[config.mk]
export PLATFORM = sky130hd
export DESIGN_NAME = debouncer_mc
export DESIGN_NICKNAME = d
export VERILOG_FILES = /design/src/rtl/debouncer_mc.sv
export SDC_FILE = /design/constraint.sdc
export NUM_CORES = 1
export LEC_CHECK = 0
export CAP_MARGIN = 30
export CORE_MARGIN = 4
export CORE_UTILIZATION = 69
export DETAILED_ROUTE_END_ITERATION = 8
export DONT_BUFFER_PORTS = 1
export GPL_TIMING_DRIVEN = 1
export PLACE_DENSITY = 0.85
export SYNTH_ARGS = -nofsm -noshare
export SYNTH_HDL_FRONTEND = slang
export SYNTH_SLANG_ARGS = --single-unit
[constraint.sdc]
create_clock -name i_clk -period 3.25 [get_ports i_clk]
set_input_delay 0.325 -clock i_clk [delete_from_list [all_inputs] [get_ports i_clk]]
set_output_delay 0.325 -clock i_clk [all_outputs]
set_load 0.005 [all_outputs]
[src/rtl/debouncer_mc.sv]
// debouncer_mc: multi-channel push-button / switch debouncer.
// Each raw input passes through a two-flop synchroniser and then its own
// counter-based filter. MODE=0 passes the first edge at once and then locks
// the channel out for i_wait clocks. MODE=1 commits a new level only after it
// has been stable for the whole interval. Rise/fall strobes are registered
// together with the debounced level.
// Optional feature macro: DEBOUNCER_MC_STICKY_EN adds sticky per-channel
// event flags (write-one-to-clear through i_clear) and an interrupt line.
module debouncer_mc #(
    parameter int NIN    = 8,
    parameter int LGWAIT = 17,
    parameter int MODE   = 0
) (
    input  logic              i_clk,
    input  logic              i_reset,
    input  logic [NIN-1:0]    i_in,
    input  logic [LGWAIT-1:0] i_wait,
    input  logic [NIN-1:0]    i_clear,
    output logic [NIN-1:0]    o_debounced,
    output logic [NIN-1:0]    o_rise,
    output logic [NIN-1:0]    o_fall,
    output logic [NIN-1:0]    o_events,
    output logic              o_int
);

    logic [NIN-1:0]             q_in;
    logic [NIN-1:0]             s_in;
    logic [NIN-1:0]             busy;
    logic [NIN-1:0]             busy_nx;
    logic [NIN-1:0][LGWAIT-1:0] cnt;
    logic [NIN-1:0][LGWAIT-1:0] cnt_nx;
    logic [NIN-1:0]             out;
    logic [NIN-1:0]             out_nx;
    logic [NIN-1:0]             rise;
    logic [NIN-1:0]             fall;

    // Two-flop synchroniser for the asynchronous board pins.
    always_ff @(posedge i_clk) begin
        if (i_reset) begin
            q_in <= '0;
            s_in <= '0;
        end else begin
            q_in <= i_in;
            s_in <= q_in;
        end
    end

    // Channel state register: IDLE/BUSY flag, counter, level and edge strobes.
    always_ff @(posedge i_clk) begin
        if (i_reset) begin
            busy <= '0;
            cnt  <= '0;
            out  <= '0;
            rise <= '0;
            fall <= '0;
        end else begin
            busy <= busy_nx;
            cnt  <= cnt_nx;
            out  <= out_nx;
            rise <= out_nx & ~out;
            fall <= ~out_nx & out;
        end
    end

    // Per-channel next-state logic; channels never interact.
    always_comb begin
        busy_nx = busy;
        cnt_nx  = cnt;
        out_nx  = out;
        for (int i = 0; i < NIN; i++) begin
            if (MODE == 0) begin
                if (!busy[i]) begin
                    if (s_in[i] != out[i]) begin
                        out_nx[i]  = s_in[i];
                        cnt_nx[i]  = i_wait;
                        busy_nx[i] = (i_wait != '0);
                    end
                end else begin
                    // Lockout: the input is ignored until the count expires.
                    if (cnt[i] != '0)
                        cnt_nx[i] = cnt[i] - LGWAIT'(1);
                    busy_nx[i] = (cnt[i] > LGWAIT'(1));
                end
            end else begin
                if (!busy[i]) begin
                    if (s_in[i] != out[i]) begin
                        cnt_nx[i]  = i_wait;
                        busy_nx[i] = 1'b1;
                    end
                end else if (s_in[i] == out[i]) begin
                    // Input fell back before the interval elapsed: a glitch.
                    busy_nx[i] = 1'b0;
                    cnt_nx[i]  = '0;
                end else if (cnt[i] == '0) begin
                    out_nx[i]  = s_in[i];
                    busy_nx[i] = 1'b0;
                end else begin
                    cnt_nx[i] = cnt[i] - LGWAIT'(1);
                end
            end
        end
    end

`ifdef DEBOUNCER_MC_STICKY_EN
    logic [NIN-1:0] events;

    // Sticky edge flags; a new strobe wins over a simultaneous clear.
    always_ff @(posedge i_clk) begin
        if (i_reset)
            events <= '0;
        else
            events <= (events & ~i_clear) | rise | fall;
    end
`else
    logic unused_clear;
    assign unused_clear = ^i_clear;
`endif

    // Output drive: registered level and strobes, event flags and interrupt.
    always_comb begin
        o_debounced = out;
        o_rise      = rise;
        o_fall      = fall;
`ifdef DEBOUNCER_MC_STICKY_EN
        o_events    = events;
        o_int       = |events;
`else
        o_events    = '0;
        o_int       = 1'b0;
`endif
    end

endmodule

==> flow_metrics.env <==
export IMPL_cts_root_buffer="clkbuf_16"
export IMPL_stdcell_count=1534
export IMPL_cts_tree="built"
export IMPL_grt_pass1_vias=9757
export IMPL_p_int_mw=4.60
export IMPL_synth_fa_ha_area_frac=0.0284
export IMPL_ioPinCount=68
export IMPL_area_delta_synth_final_pct=7.18
export IMPL_gr_max_usage_layer="met2"
export IMPL_post_cts_resized=0
export IMPL_comb_power_share=0.295
export IMPL_rsz0062_at_grt="no"
export IMPL_cp_start_kind="register"
export IMPL_async_flop_share=0
export IMPL_synthMuxAreaShare=0.0325
export IMPL_critPathCaptureType="register"
export IMPL_power_leakage_nw=4.16
export IMPL_gr_total_overflow=0
export IMPL_hold_slack_ns=0.00894
export IMPL_syn_inst=1377
export IMPL_grt_max_degree=130
export IMPL_cap_violations=0
export IMPL_gp_congestion=0.914
export IMPL_clock_sinks=184
export IMPL_antenna_left=0
export IMPL_met2_usage=0.540
export IMPL_layout_nets=1395
export IMPL_netlist_cell_type_count=77
export IMPL_drv_slew=0
export IMPL_first_pass_iters=8
export IMPL_crit_type="reg2reg"
export IMPL_globalRouteMet3Util=0.0726
export IMPL_cp_depth=6
export IMPL_status="finished clean"
export IMPL_clock_path_buffers=2
export IMPL_mostFrequentLayoutCells="184 x dfxtp_1, 171 x a21oi_1, 131 x nand2_1, 115 x nor2_1, 93 x o21ai_0"
export IMPL_core_sq_um=14800
export IMPL_cts_htree_levels=4
export IMPL_switching_share=0.345
export IMPL_io_buffers=0
export IMPL_synth_area_sq_um=10600
export IMPL_synth_flop_cell="dfxtp_1"
export IMPL_hp_class="in2reg"
export IMPL_avgSynthCellArea_sq_um=7.67
export IMPL_initial_core_util=0.716
export IMPL_worst_ep_arrival_time_ns=2.92
export IMPL_yosysSeqAreaShare=0.349
export IMPL_holdPathStages=1
export IMPL_r2r_cells=6
export IMPL_synth_top_family_by_area="compound AO/OA/AOI/OAI gates"
export IMPL_die_height_microns=132
export IMPL_grt_pass1_wl_microns=49200
export IMPL_fin_skew_ns=0.00716
export IMPL_cpPeakStageDelay_ns=0.57
export IMPL_finalSetupViolations=0
export IMPL_switchingPower_mw=2.43
export IMPL_dp_hpwl_microns=18400
export IMPL_cts_buffers=17
export IMPL_cp_top_family="simple AND/OR/NAND/NOR gates"
export IMPL_multiInputGateArea_sq_um=6320
export IMPL_antenna_found_initial=2
export IMPL_drc=0
export IMPL_nFillCells=1109
export IMPL_peakVddDrop_mv=0.440
export IMPL_tns_ns=0
export IMPL_clk_latency_ns=0.44
export IMPL_maxSlewHeadroom=0.397
export IMPL_tightest_slew_ns=0.897
export IMPL_first_iter_violations=1303
export IMPL_ff_latch_area_sq_um=3680
export IMPL_clk_pin_slew_ns=0.07
export IMPL_fp_dieW_microns=132
export IMPL_yosys_area_share_xor_xnor=0.0108
export IMPL_clockPowerShare=0.320
export IMPL_post_place_cells=1498
export IMPL_path_cells="or4_1, nor4_1, a41o_1, buf_4, o21ai_0, a21oi_1"
export IMPL_die_area_sq_um=17400
export IMPL_fin_crit_ns=2.54
export IMPL_wire_per_inst_microns=19.9
export IMPL_via_per_inst=6.91
export IMPL_max_freq_mhz=393
export IMPL_grt_use_met1=0.444
export IMPL_cp_data_required_time_ns=3.62
export IMPL_slowest_stage="or4_1"
export IMPL_seqPwrFrac=0.385
export IMPL_synthSimpleGateAreaFrac=0.260
export IMPL_drt_wl_total_microns=30500
export IMPL_yosysWarningCount=0
export IMPL_fin_crit_sh=0.783
export IMPL_synth_compound_area_frac=0.262
export IMPL_layout_drive_gt1_share=0.0764
export IMPL_synth_seq_cells=184
export IMPL_rows=44
export IMPL_vias=10600
export IMPL_path_buf_inv=1
export IMPL_power_density_nw_per_um2=621
export IMPL_grt_util_all_layers=0.342
export IMPL_hold_viol_final=0
export IMPL_cp_max_fo=15
export IMPL_synth_edf_count=0
export IMPL_final_common_cell="dfxtp_1"
-- layer usage --
metal / up-vias / share of wire
li1: 4974 / -
met2: 578 / 0.45
met4: 2 / 0.042
met1: 4944 / 0.40
met3: 104 / 0.11
met5: - / 0.0011
-- power by group through the flow --
stage | Sequential (mW) | Combinational [mW] | Clock [mW]
3_5_place_dp | 2.74 | 1.95 | 0
5_1_grt | 2.74 | 2.28 | 2.35
2_1_floorplan | 2.67 | 1.60 | 0
6_report | 2.71 | 2.07 | 2.25
3_3_place_gp | 2.73 | 1.90 | 0
4_1_cts | 2.70 | 2.02 | 2.25
-- registers in the layout (all words and copies together), names as in the netlist --
signal	flops
cnt	136
busy	8
o_debounced	8
o_fall	8
o_rise	8
q_in	8
s_in	8
-- worst reg2reg max path, stage by stage, from the launching register on --
cell and delay, ns:
dfxtp_1 0.37, or4_1 0.57, nor4_1 0.43, a41o_1 0.56
buf_4 0.29, o21ai_0 0.11, a21oi_1 0.14
-- layout make-up --
| cell class | instances | share of cell area |
|---|---|---|
| clock inverters | 12 | 0.0153 |
| repair buffers | 36 | 0.0261 |
| multi-input cells | 1058 | 0.559 |
| well taps | 184 | 0.0203 |
| diodes | 1 | 0.000221 |
| flip-flops and latches | 184 | 0.325 |
| inverters | 39 | 0.0129 |
| clock buffers | 20 | 0.0412 |
-- through the flow --
stage / cell area [sq um] / util / setup slack, ns / power [mW]
3_5_place_dp: 10600 / 0.721 / 0.830 / 4.70
5_1_grt: 11300 / 0.767 / 0.606 / 7.37
4_1_cts: 11300 / 0.767 / 0.740 / 6.97
2_1_floorplan: 10600 / - / 1.18 / 4.28
6_report: 11300 / 0.767 / 0.706 / 7.03
3_3_place_gp: 10600 / 0.721 / 0.866 / 4.63
-- Yosys cell counts, types with 10 or more instances --
| master | instances | area share |
|---|---|---|
| o21ai_0 | 93 | 0.044 |
| o21ai_1 | 10 | 0.0047 |
| nor2_1 | 115 | 0.041 |
| ha_1 | 24 | 0.028 |
| nand2_1 | 131 | 0.047 |
| a21o_1 | 10 | 0.0071 |
| and3_1 | 23 | 0.014 |
| nand2b_1 | 20 | 0.012 |
| nand4_1 | 13 | 0.0077 |
| nor3_1 | 52 | 0.025 |
| a31oi_1 | 22 | 0.013 |
| mux2i_1 | 23 | 0.022 |
| a21oi_1 | 171 | 0.081 |
| or3_1 | 13 | 0.0077 |
| o31a_1 | 11 | 0.0091 |
| nand3_1 | 31 | 0.015 |
| o22ai_1 | 16 | 0.0095 |
| inv_1 | 34 | 0.012 |
| o32ai_1 | 39 | 0.032 |
| dfxtp_1 | 184 | 0.35 |
| nor4_1 | 32 | 0.019 |
| buf_4 | 11 | 0.0078 |
| or4_1 | 13 | 0.0092 |
| clkbuf_1 | 76 | 0.027 |
| mux2_2 | 10 | 0.011 |
| nor2b_1 | 33 | 0.020 |
-- kinds of logic (layout without fill, tap and decap cells) --
logic type / after synthesis / in the layout
XOR/XNOR: 13 / 13
buffers and inverters: 143 / 107
multiplexers: 33 / 33
other: 1 / 10
adder cells (fa/ha/maj): 24 / 24
AO/OA/AOI/OAI: 447 / 447
AND/OR/NAND/NOR: 532 / 532
flip-flops: 184 / 184
-- path summary, 6_finish.rpt --
| kind | startpoint | slack [ns] | to |
|---|---|---|---|
| max | cnt[110] | 0.71 | cnt[112] |
| max reg2reg | cnt[110] | 0.71 | cnt[112] |
| min | i_in[6] | 0.009 | q_in[6] |
| min reg2reg | q_in[5] | 0.44 | s_in[5] |
-- timing repair --
| action | CTS | global route |
|---|---|---|
| hold buffers | 3 | 0 |
| buffers inserted | 0 | 0 |
| setup endpoints to repair | 0 | 0 |
| hold endpoints to repair | 129 | 0 |
(Power assumes the default switching activity.)
